### src/rtl/spike_rate_counter.sv
// Counts rising edges of neuron_in over fixed windows of WINDOW clk cycles and hands each closed count
// to a valid/ready consumer. Optional peak-hold output is enabled by defining SPIKE_PEAK_HOLD_EN.
module spike_rate_counter #(
    parameter int unsigned WINDOW    = 7168,
    parameter int unsigned CNT_WIDTH = 14,
    parameter int unsigned THRESH    = 16
) (
    input  logic                 clk,
    input  logic                 rst,
    input  logic                 en,
    input  logic                 neuron_in,
    output logic [CNT_WIDTH-1:0] count_out,
    output logic                 count_valid,
    input  logic                 count_ready,
    output logic                 fire_out,
    output logic                 overrun
`ifdef SPIKE_PEAK_HOLD_EN
    ,
    output logic [CNT_WIDTH-1:0] peak_out
`endif
);

    localparam int unsigned          WIN_W    = (WINDOW > 2) ? $clog2(WINDOW) : 1;
    localparam logic [WIN_W-1:0]     WIN_LAST = WIN_W'(WINDOW - 1);
    localparam logic [CNT_WIDTH-1:0] CNT_MAX  = '1;

    localparam logic [0:0] S_IDLE  = 1'b0;
    localparam logic [0:0] S_COUNT = 1'b1;

    logic [0:0]           state;
    logic [WIN_W-1:0]     win_cnt;
    logic [WIN_W-1:0]     win_idx;
    logic [CNT_WIDTH-1:0] acc;
    logic [CNT_WIDTH-1:0] acc_next;
    logic                 nin_q;
    logic                 spike;
    logic                 win_close;
    logic                 fire_next;
    logic                 accepted;

    assign spike = neuron_in & ~nin_q;

    // The first enabled cycle out of IDLE is window cycle 0.
    assign win_idx = (state == S_IDLE) ? '0 : win_cnt;

    // The count includes this cycle's edge, so an edge on the closing cycle lands in the closing window.
    assign acc_next  = (spike && (acc != CNT_MAX)) ? acc + CNT_WIDTH'(1) : acc;
    assign win_close = en && (win_idx == WIN_LAST);
    assign fire_next = 32'(acc_next) >= THRESH;
    assign accepted  = count_valid && count_ready;

    always_ff @(posedge clk) begin
        if (rst) begin
            state   <= S_IDLE;
            win_cnt <= '0;
            acc     <= '0;
            nin_q   <= 1'b0;
        end else begin
            nin_q <= neuron_in;
            if (!en) begin
                state   <= S_IDLE;
                win_cnt <= '0;
                acc     <= '0;
            end else if (win_close) begin
                state   <= S_COUNT;
                win_cnt <= '0;
                acc     <= '0;
            end else begin
                state   <= S_COUNT;
                win_cnt <= win_idx + WIN_W'(1);
                acc     <= acc_next;
            end
        end
    end

    // A close with a pending result that is not being accepted on that same cycle overwrites it.
    always_ff @(posedge clk) begin
        if (rst) begin
            count_out   <= '0;
            fire_out    <= 1'b0;
            count_valid <= 1'b0;
            overrun     <= 1'b0;
        end else if (win_close) begin
            count_out   <= acc_next;
            fire_out    <= fire_next;
            count_valid <= 1'b1;
            if (count_valid && !count_ready) overrun <= 1'b1;
        end else if (accepted) begin
            count_valid <= 1'b0;
        end
    end

`ifdef SPIKE_PEAK_HOLD_EN
    always_ff @(posedge clk) begin
        if (rst) begin
            peak_out <= '0;
        end else if (win_close && (acc_next > peak_out)) begin
            peak_out <= acc_next;
        end
    end
`endif

endmodule
### config.mk
export PLATFORM = sky130hd
export DESIGN_NAME = spike_rate_counter
export DESIGN_NICKNAME = d
export VERILOG_FILES = /design/src/rtl/spike_rate_counter.sv
export SDC_FILE = /design/constraint.sdc
export NUM_CORES = 1
export LEC_CHECK = 0
export ABC_AREA = 1
export BUFFER_PORTS_ARGS = -buffer_cell sky130_fd_sc_hd__buf_2
export CORE_ASPECT_RATIO = 1.5
export CORE_MARGIN = 1.5
export CORE_UTILIZATION = 65
export CTS_BUF_LIST = sky130_fd_sc_hd__clkbuf_2 sky130_fd_sc_hd__clkbuf_4 sky130_fd_sc_hd__clkbuf_8
export CTS_CLUSTER_DIAMETER = 80
export CTS_CLUSTER_SIZE = 16
export DETAILED_ROUTE_END_ITERATION = 12
export PLACE_DENSITY = 0.93
export SLEW_MARGIN = 20
export SYNTH_ARGS = -nofsm -noshare
export SYNTH_HDL_FRONTEND = slang
export SYNTH_SLANG_ARGS = --single-unit
### constraint.sdc
create_clock -name clk -period 3.3 [get_ports clk]
set_clock_uncertainty 0.15 [all_clocks]
set_input_delay 0.165 -clock clk [delete_from_list [all_inputs] [get_ports clk]]
set_output_delay 0.165 -clock clk [all_outputs]
set_load 0.02 [all_outputs]
==> metrics.md, run 1 <==
| Metric | Value |
|---|---|
| Number of buffers and inverters on the critical path | `3` |
| Prevailing post-synth register cell | `dfxtp_1` |
| Vias in the first global route | `1871` |
| Multi-input logic area | `0.001096 mm^2` |
| CP delay by family, top | `simple AND/OR/NAND/NOR gates` |
| Crit-path cells | `nand2_1, inv_1, ha_1, nand2_1, nor2_2, nand4_2, nor3_4, buf_4, o21ai_0, or2_1, inv_1` |
| Commonest non-fill, non-tap cell in the layout | `nand2_1` |
| Netlist Area Pre-Place | `0.002297 mm^2` |
| Die area | `0.003907 mm^2` |
| Post-DP HPWL | `3575 um` |
| Clock sinks | `46` |
| Initial core utilization | `0.6790` |
| Number of vias per cell | `5.180` |
| Pin count of the biggest net entering global routing | `31` |
| TritonCTS Buffers | `5` |
| Max Clock Freq | `0.3722 GHz` |
| Worst-skew pair later-pin latency | `0.30 ns` |
| RePlAce Congestion | `0.8661` |
| Syn nets | `335` |
| DRT iter0 DRCs | `70` |
| Relative slew slack | `0.6407` |
| Share of post-route cells with drive strength above 1 | `0.1818` |
| Grt total ovfl | `0` |
| Leakage | `1.182 nW` |
| # rows | `26` |
| Sequential Area | `920.9 um^2` |
| Post-route insts no fill | `394` |
| Yosys reg bits | `46` |
| MaxCap Viol Count | `0` |
| Core Area | `0.003383 mm^2` |
| Synth Area per Inst | `7.004 um^2` |
| Slowest stage cell, crit path | `dfxtp_1` |
| Height of the die | `75.81 um` |
| IO Count | `22` |
| CTS Root Cell | `clkbuf_8` |
| Vias | `2041` |
| Yosys cell types | `30` |
| Synth top area share | `0.4009` |
| Routed WL per cell | `12.30 um` |
| Diode count | `0` |
| Initial antenna violation count | `0` |
| Routed wire length | `4845 um` |
| Setup tns final | `0 ns` |
| DR pass1 iterations | `4` |
| Cell taking the most area after synthesis | `dfxtp_1` |
| Die width | `51.54 um` |
| RSZ-0062 raised after global routing | `no` |
| DRC violations left | `0` |
| Max incr delay on CP | `0.66 ns` |
| Final setup vio count | `0` |
| Total track usage | `0.2741` |
| First-pass GRT wire length | `7879 um` |
| VDD IR-drop max | `0.4481 mV` |
| Fillers | `257` |
| Crit path kind | `reg2reg` |
| H-tree Lvls | `2` |
| Slew @ Worst Pin | `0.5383 ns` |
| Port Buffers | `21` |
| Postcts setup bufs | `0` |
| Yosys warning count | `0` |
| Sequential fraction of the synthesis area | `0.4009` |
| Critical Path Sink Type | `flop` |
| Final Hold Vio Count | `0` |
| Most frequent cells in the layout | `nand2_1, nor2_1, dfxtp_1, inv_1, buf_2` |
| Status | `finished, final reports clean` |
| Worst-path maximum fanout | `30` |
| TritonCTS clock tree | `yes` |
| Min-delay worst type | `in2reg` |
| Inst Count DP | `383` |
| # nets final | `359` |
| Quantity of gates resized following cts | `0` |
| Critical Path Source Type | `flop` |
| Fin crit share | `0.8142` |
| Tmin final | `2.687 ns` |
| Area grow syn2layout | `10.46%` |
| Worst EP arrival | `2.79 ns` |
| PwrDens | `404.7 mW/mm^2` |
| Most area-consuming cells after synthesis | `dfxtp_1, nand2_1, nor2_1` |
| Slew Limit Fails | `0` |
| EDFF count, synth | `0` |
| Ys async rst share | `0` |
| Worst Path Required | `3.40 ns` |
| Number of antenna-violating nets in the routed design | `0` |
| Cells after Synth | `328` |
| Clk slew on worst S/H paths | `0.08 ns` |
| Clock buffer depth | `2` |
[synthesized netlist by cell type (all sizes together), types with 2 or more instances]
| cell | n |
|---|---|
| or2 | 5 |
| nor2 | 50 |
| nand4 | 5 |
| nand3 | 11 |
| o211ai | 11 |
| nand2 | 103 |
| xor2 | 9 |
| o21ai | 4 |
| buf | 10 |
| ha | 2 |
| nor3 | 7 |
| xnor2 | 2 |
| a21oi | 9 |
| inv | 49 |
| dfxtp | 46 |
[final cells by class]
class / instances / area share
clock buffers: 6 / 0.03254
repair buffers: 28 / 0.06608
clock inverters: 1 / 0.01183
multi-input cells: 221 / 0.4320
well taps: 42 / 0.02071
flip-flops and latches: 46 / 0.3629
inverters: 50 / 0.07396
[metal layers]
layer	vias up	global-route usage	share of wire
met5	-	0	0
met4	0	0.1579	0.039
met3	19	0.05098	0.025
met2	37	0.5185	0.54
met1	934	0.2761	0.39
li1	1051	-	-
[state kept, by name, indices dropped and copies added, names as in the netlist]
signal,cells
state,1
nin_q,1
overrun,1
win_cnt,13
acc,14
count_out,14
fire_out,1
count_valid,1
[worst paths after layout]
path	from	to	slack, ns	cells after the start
worst min register to register	overrun$_SDFFE_PP0P_	overrun$_SDFFE_PP0P_	0.34	2
worst max register to register	state$_SDFF_PP0_	count_out[7]$_SDFFE_PP0P_	0.61	11
worst max-delay path	state$_SDFF_PP0_	count_out[7]$_SDFFE_PP0P_	0.61	11
worst min-delay path	count_ready	count_valid$_SDFFE_PP0P_	0.03	4
[worst reg2reg max path, stage by stage (launching register included)]
cell and delay, ns:
dfxtp_1 0.66, nand2_1 0.22, inv_1 0.10, ha_1 0.18, nand2_1 0.11, nor2_2 0.15
nand4_2 0.15, nor3_4 0.16, buf_4 0.31, o21ai_0 0.14, or2_1 0.25, inv_1 0.06
[repair_timing]
item / CTS / global route
hold buffers: 4 / 0
endpoints found under the hold margin: 4 / 0
setup endpoints to repair: 0 / 0
[power breakdown]
| part | switching [W] | total, W | internal (W) |
|---|---|---|---|
| combinational | 0.0000269 | 0.0000408 | 0.0000139 |
| clock | 0.000180 | 0.000422 | 0.000242 |
| sequential | 0.00000559 | 0.000564 | 0.000558 |
[through the flow]
| stage | utilization | setup slack (ns) | area [um^2] | hold slack [ns] | power (W) |
|---|---|---|---|---|---|
| 2_1_floorplan | - | 1.285 | 2297 | 0.08738 | 0.0006072 |
| 3_3_place_gp | 0.7049 | 0.8508 | 2385 | 0.2300 | 0.0006123 |
| 3_5_place_dp | 0.7049 | 0.7266 | 2385 | 0.2395 | 0.0006136 |
| 4_1_cts | 0.7500 | 0.6193 | 2537 | 0.01164 | 0.001031 |
| 5_1_grt | 0.7500 | 0.4601 | 2537 | 0.04143 | 0.001057 |
| 6_report | 0.7500 | 0.6131 | 2537 | 0.02796 | 0.001027 |
[kinds of logic after synthesis]
logic type	Yosys count	synth area share
AO/OA/AOI/OAI	25	0.06917
flip-flops	46	0.4009
adder cells (fa/ha/maj)	2	0.01089
AND/OR/NAND/NOR	183	0.3551
buffers and inverters	61	0.1220
XOR/XNOR	11	0.04194
Note: power is estimated with default switching activity, not from simulation.
==> inputs of run 2 (changes only) <==
CORE_UTILIZATION = 61   (was 65)
PLACE_DENSITY = 0.89   (was 0.93)
clock period = 2.8 ns   (was 3.3 ns; I/O delays follow)
==> run 2 against run 1 <==
Effect of this change: critical path depth is 4 higher; non-clock buffer count fell by 1; clock-buffer cell count shrank 1; die area increased by 6.2%; utilization down 6.6 points; register-to-register slack worse by 0.10 ns; first-iteration DRC count fell by 17%; total power is 5.9% higher; wire length shrank 6.9%; worst hold slack worse by 0.0072 ns; sequential power grew 17%; critical endpoint is now fire_out$_SDFFE_PP0P_; largest power group unchanged.
==> metrics.md, run 2 (synthesis gave the netlist of run 1 again) <==
| Metric | Value |
|---|---|
| Worst Path Required | `2.86 ns (-0.54 ns)` |
| # nets final | `358 (-0.28%)` |
| CP most frequent cell | `nand2_1` |
| Die width | `53.11 um (+3.0%)` |
| Clk slew on worst S/H paths | `0.08 ns (about the same)` |
| Critical R2R Capture | `fire_out$_SDFFE_PP0P_` |
| Reg-to-reg critical path startpoint | `acc[0]$_SDFF_PP0_` |
| RePlAce Congestion | `0.7671 (-11%)` |
| Crit-path cells | `dlygate4sd3_1, buf_2, inv_1, nor2_1, inv_1, nor2_1, nand2_1, nand2_2, nand2_1, clkinv_1, nand2_1, nor2_1, nand3_1, nand2_1, inv_1` |
| Worst-path maximum fanout | `11 (-63%)` |
| CP Depth | `15 (+4)` |
| Post-DP HPWL | `3396 um (-5.0%)` |
| Vias | `1960 (-4.0%)` |
| Critical Path Sink Type | `flop` |
| Worst reg2reg path depth | `15 (+4)` |
| MaxCap Viol Count | `0 (unchanged)` |
| PwrDens | `435.2 mW/mm^2 (+7.6%)` |
| Number of vias per cell | `4.975 (-4.0%)` |
| Core Area | `0.003649 mm^2 (+7.8%)` |
| Critical Path Source Type | `primary input` |
| Worst EP arrival | `2.39 ns (-0.40 ns)` |
| Pin count of the biggest net entering global routing | `31 (unchanged)` |
| Max Clock Freq | `0.4289 GHz` |
| Area grow syn2layout | `8.715%` |
| Quantity of gates resized following cts | `0 (unchanged)` |
| CTS Root Cell | `clkbuf_8` |
| Total track usage | `0.2506 (-0.02349)` |
| Vias in the first global route | `1922 (+2.7%)` |
| Multi-input logic area | `0.001096 mm^2 (unchanged)` |
| Initial core utilization | `0.6296 (-0.04936)` |
| Diode count | `0 (unchanged)` |
| Initial antenna violation count | `0 (unchanged)` |
| Worst-skew pair later-pin latency | `0.30 ns (about the same)` |
| Clock buffer depth | `2 (unchanged)` |
| Final setup vio count | `0 (unchanged)` |
| Register-to-register setup slack | `0.51 ns (-0.10 ns)` |
| Crit path kind | `in2reg` |
| Leakage | `1.164 nW (-1.5%)` |
| DRC violations left | `0 (unchanged)` |
| Most frequent cells in the layout | `nand2_1, nor2_1, dfxtp_1, inv_1, buf_2` |
| # rows | `27 (+3.8%)` |
| Status | `finished, final reports clean` |
| Die area | `0.004151 mm^2 (+6.2%)` |
| Largest registers | `acc: 14 flops, count_out: 14 flops, win_cnt: 13 flops` |
| IO Count | `22 (unchanged)` |
| Max incr delay on CP | `0.61 ns (-0.05 ns)` |
| CP startpoint | `neuron_in` |
| Share of post-route cells with drive strength above 1 | `0.1795 (-0.002331)` |
| Setup tns final | `0 ns (unchanged)` |
| CP endpoint | `fire_out$_SDFFE_PP0P_` |
| Port Buffers | `21 (unchanged)` |
| CP delay by family, top | `simple AND/OR/NAND/NOR gates` |
| VDD IR-drop max | `0.5260 mV (+17%)` |
| Slew Limit Fails | `0 (unchanged)` |
| DR pass1 iterations | `4 (unchanged)` |
| Worst hold margin | `0.02080 ns (-0.007155 ns)` |
| Routed WL per cell | `11.45 um (-6.9%)` |
| Routed wire length | `4511 um (-6.9%)` |
| Clock sinks | `46 (unchanged)` |
| Commonest non-fill, non-tap cell in the layout | `nand2_1` |
| TritonCTS Buffers | `5 (unchanged)` |
| TritonCTS clock tree | `yes` |
| Number of antenna-violating nets in the routed design | `0 (unchanged)` |
| Slew @ Worst Pin | `0.7709 ns (+0.2326 ns)` |
| Fillers | `320 (+25%)` |
| RSZ-0062 raised after global routing | `no` |
| Fin crit share | `0.8327` |
| Tot Pwr | `0.001087 W (+5.9%)` |
| Tmin final | `2.331 ns` |
| Min-delay worst type | `in2reg` |
| First-pass GRT wire length | `7721 um (-2.0%)` |
| Slowest stage cell, crit path | `nor2_1` |
| DRT iter0 DRCs | `58 (-17%)` |
| Relative slew slack | `0.4842 (-0.1565)` |
| Final Hold Vio Count | `0 (unchanged)` |
| H-tree Lvls | `2 (unchanged)` |
| Sequential Area | `920.9 um^2 (unchanged)` |
| Height of the die | `78.16 um (+3.1%)` |
| Grt total ovfl | `0 (unchanged)` |
| Number of buffers and inverters on the critical path | `6 (+3)` |
-- run 2: worst reg2reg max path, stage by stage, from the launching register on --
cell and delay, ns:
dfxtp_1 0.34, ha_1 0.23, inv_1 0.06, nor2_1 0.05
nand2_2 0.09, nor2_1 0.05, nor2_1 0.58, nand2_1 0.15
nand2_2 0.11, nand2_1 0.06, clkinv_1 0.04, nand2_1 0.04
nor2_1 0.09, nand3_1 0.07, nand2_1 0.06, inv_1 0.04
-- run 2: cell type report --
class / instances / share of cell area
timing repair buffer: 27 / 0.06413
clock inverter: 2 / 0.004008
tap: 43 / 0.02154
sequential: 46 / 0.3687
multi-input combinational: 221 / 0.4389
inverter: 50 / 0.07515
clock buffer: 5 / 0.02756
-- run 2: how the worst min path moves through the flow --
stage	from	endpoint	slack [ns]	cells after the start
6_report	count_ready	count_valid$_SDFFE_PP0P_	0.02	4
4_1_cts	count_ready	count_valid$_SDFFE_PP0P_	0.02	4
3_5_place_dp	neuron_in	nin_q$_SDFF_PP0_	0.22	3
2_1_floorplan	rst	count_valid$_SDFFE_PP0P_	0.06	1
5_1_grt	count_ready	count_valid$_SDFFE_PP0P_	0.07	4
3_3_place_gp	neuron_in	nin_q$_SDFF_PP0_	0.21	3
-- run 2: layer usage --
layer  global-route usage  up-vias  part of all wire
met5                    0        -                 0
met4               0.1436        0             0.035
met3              0.05703       15             0.036
met2               0.4550       36              0.54
met1               0.2463      865              0.39
li1                     -     1044                 -
-- run 2: through the flow --
stage | utilization | setup slack, ns | instance area [um^2] | instances
2_1_floorplan | - | 0.7855 | 2297 | 328
4_1_cts | 0.6845 | 0.5056 | 2497 | 394
3_3_place_gp | 0.6519 | 0.5498 | 2379 | 383
3_5_place_dp | 0.6519 | 0.5265 | 2379 | 383
5_1_grt | 0.6845 | 0.2863 | 2497 | 394
6_report | 0.6845 | 0.4685 | 2497 | 394
-- run 2: report_power, final --
group	switching [W]	internal [W]	total (W)
clock network	0.000209	0.000168	0.000377
logic	0.0000330	0.0000152	0.0000483
registers	0.00000402	0.000658	0.000662
-- run 2: timing repair --
item	4_1_cts	5_1_grt
hold buffers	4	0
setup buffers	0	0
endpoints found under the hold margin	4	0
==> inputs of run 3 (changes only) <==
CORE_UTILIZATION = 55   (was 61)
PLACE_DENSITY = 0.85   (was 0.89)
clock period = 1.95 ns   (was 2.8 ns; I/O delays follow)
==> run 3 against run 2 <==
Effect of this change: the flow now finishes with violations (setup timing); combinational power increased to 3.3 times the previous value; sequential power increased by 44%; first-iteration DRC count increased to 3.7 times the previous value.
==> metrics.md, run 3 (synthesis gave the netlist of run 1 again) <==
| Metric | Value |
|---|---|
| Status | `complete, but fails checks` |
| Failing checks | `setup timing` |
| Worst Path Required | `2.01 ns (-0.85 ns)` |
| Fin crit share | `1.123` |
| Die area | `0.004582 mm^2 (+10%)` |
| Slew Limit Fails | `0 (unchanged)` |
| VDD IR-drop max | `0.7961 mV (+51%)` |
| # nets final | `411 (+15%)` |
| Final setup vio count | `43 (+43)` |
| RePlAce Congestion | `0.8990 (+17%)` |
| Slew @ Worst Pin | `0.5308 ns (-0.2401 ns)` |
| Clk slew on worst S/H paths | `0.09 ns (about the same)` |
| Largest registers | `acc: 14 flops, count_out: 14 flops, win_cnt: 13 flops` |
| Worst reg2reg path depth | `13 (-2)` |
| Tmin final | `2.189 ns` |
| Share of post-route cells with drive strength above 1 | `0.4222 (+0.2427)` |
| CTS Root Cell | `clkbuf_8` |
| H-tree Lvls | `2 (unchanged)` |
| DRT iter0 DRCs | `212 (+270%)` |
| Min-delay worst type | `reg2reg` |
| Crit path kind | `reg2reg` |
| Routed wire length | `9227 um (+100%)` |
| Post-DP HPWL | `3835 um (+13%)` |
| RSZ-0062 raised after global routing | `yes` |
| Worst-path maximum fanout | `2 (-9)` |
| PwrDens | `586.4 mW/mm^2 (+35%)` |
| TritonCTS Buffers | `5 (unchanged)` |
| DRC violations left | `0 (unchanged)` |
| Diode count | `0 (unchanged)` |
| Vias | `2670 (+36%)` |
| Critical Path Sink Type | `flop` |
| Fillers | `164 (-49%)` |
| Internal power | `0.001562 W (+86%)` |
| Core Area | `0.003959 mm^2 (+8.5%)` |
| IO Count | `22 (unchanged)` |
| TritonCTS clock tree | `yes` |
| Net Switching | `0.0004398 W (+79%)` |
| Port Buffers | `21 (unchanged)` |
| Leakage | `1.586 nW (+36%)` |
| Grt total ovfl | `0 (unchanged)` |
| Final Hold Vio Count | `0 (unchanged)` |
| Reg power frac | `0.475 (-0.134)` |
| Number of vias per cell | `5.933 (+19%)` |
| Pin count of the biggest net entering global routing | `15 (-52%)` |
| Initial antenna violation count | `0 (unchanged)` |
| DR pass1 iterations | `5 (+1)` |
| MaxCap Viol Count | `0 (unchanged)` |
| Post-route cell area | `0.003413 mm^2 (+37%)` |
| Setup tns final | `-4.351 ns (-4.351 ns)` |
| # rows | `28 (+3.7%)` |
| Worst EP arrival | `2.25 ns (-0.14 ns)` |
| Combinational cell fraction of total power | `0.079 (+0.035)` |
| Routed WL per cell | `20.50 um (+79%)` |
| First-pass GRT wire length | `9784 um (+27%)` |
| Hold Path Cell Cnt | `2 (-2)` |
| Clock buffer depth | `2 (unchanged)` |
| Die width | `55.77 um (+5.0%)` |
| Max Clock Freq | `0.4568 GHz` |
| Area grow syn2layout | `48.58%` |
| Sw Ratio | `0.2197 (-0.006741)` |
| Height of the die | `82.15 um (+5.1%)` |
| Relative slew slack | `0.6458 (+0.1616)` |
| Total track usage | `0.2779 (+0.02727)` |
| Vias in the first global route | `2291 (+19%)` |
| Number of antenna-violating nets in the routed design | `0 (unchanged)` |
| Most frequent cells in the layout | `nand2_1, dfxtp_1, buf_4, inv_1, nor2_1` |
| Worst setup margin | `-0.2392 ns (-0.7077 ns)` |
| Critical Path Source Type | `flop` |
| DP Area | `0.002689 mm^2 (+13%)` |
| Initial core utilization | `0.5803 (-0.04935)` |
| Clock sinks | `46 (unchanged)` |
| Commonest non-fill, non-tap cell in the layout | `nand2_1` |
| Worst-skew pair later-pin latency | `0.31 ns (about the same)` |
| Clock Power Share | `0.445 (+0.099)` |
## run 3: layer usage
metal	wire length (um)	up-vias	part of all wire	global-route usage
met1	3252	1248	0.35	0.2593
li1	-	1159	-	-
met2	4641	185	0.50	0.5298
met4	734	0	0.080	0.2024
met5	0	-	0	0
met3	599	78	0.065	0.06231
## run 3: final timing paths
path / start / end / slack (ns)
min: count_out[13]$_SDFFE_PP0P_ / count_out[13]$_SDFFE_PP0P_ / 0.37
min reg2reg: count_out[13]$_SDFFE_PP0P_ / count_out[13]$_SDFFE_PP0P_ / 0.37
max reg2reg: acc[0]$_SDFF_PP0_ / fire_out$_SDFFE_PP0P_ / -0.24
max: acc[0]$_SDFF_PP0_ / fire_out$_SDFFE_PP0P_ / -0.24
## run 3: power groups by stage
stage | Combinational [W] | Clock (W) | Sequential, W
2_1_floorplan | 0.0000616 | 0 | 0.000971
3_3_place_gp | 0.0000934 | 0 | 0.000971
3_5_place_dp | 0.0000943 | 0 | 0.000972
4_1_cts | 0.000112 | 0.000876 | 0.000950
5_1_grt | 0.000165 | 0.000915 | 0.000952
6_report | 0.000158 | 0.000892 | 0.000952
## run 3: final cells by class
type	instances	area, um^2	share of cell area
Multi-Input combinational cell	221	1406	0.4120
Sequential cell	46	928.4	0.2720
Timing Repair Buffer	80	679.4	0.1990
Inverter	50	200.2	0.05865
Clock buffer	6	82.58	0.02419
Clock inverter	2	60.06	0.01760
Tap cell	45	56.30	0.01650
## run 3: critical path: stages (launching register included)
cell and delay, ns:
dfxtp_2 0.38, ha_4 0.15, buf_4 0.11, nand3_2 0.12, nor2_4 0.13, nand4_1 0.17
nor2_1 0.22, nand2_1 0.10, nand2_1 0.11, nand2_1 0.07, nor2_1 0.14, nand3_1 0.11
nand2_1 0.08, inv_1 0.05
## run 3: metrics by stage
stage / hold slack, ns / worst slack, ns / utilization / total power, W / std cells
floorplan: 0.01988 / 0.0006390 / - / 0.001033 / 328
global placement: 0.1635 / -0.1191 / 0.6792 / 0.001065 / 419
detailed placement: 0.1739 / -0.1882 / 0.6792 / 0.001066 / 419
CTS: 0.3273 / 0.003381 / 0.7519 / 0.001937 / 435
global route: 0.4020 / -0.3061 / 0.8622 / 0.002032 / 450
finish: 0.3729 / -0.2392 / 0.8622 / 0.002002 / 450
## run 3: what timing repair did
item | CTS | global route
gates cloned | 1 | 3
hold buffers | 5 | 0
hold endpoints to repair | 5 | 0
pin swaps | 9 | 17
setup endpoints to repair | 40 | 39
resized for setup | 22 | 77
setup buffers | 2 | 12
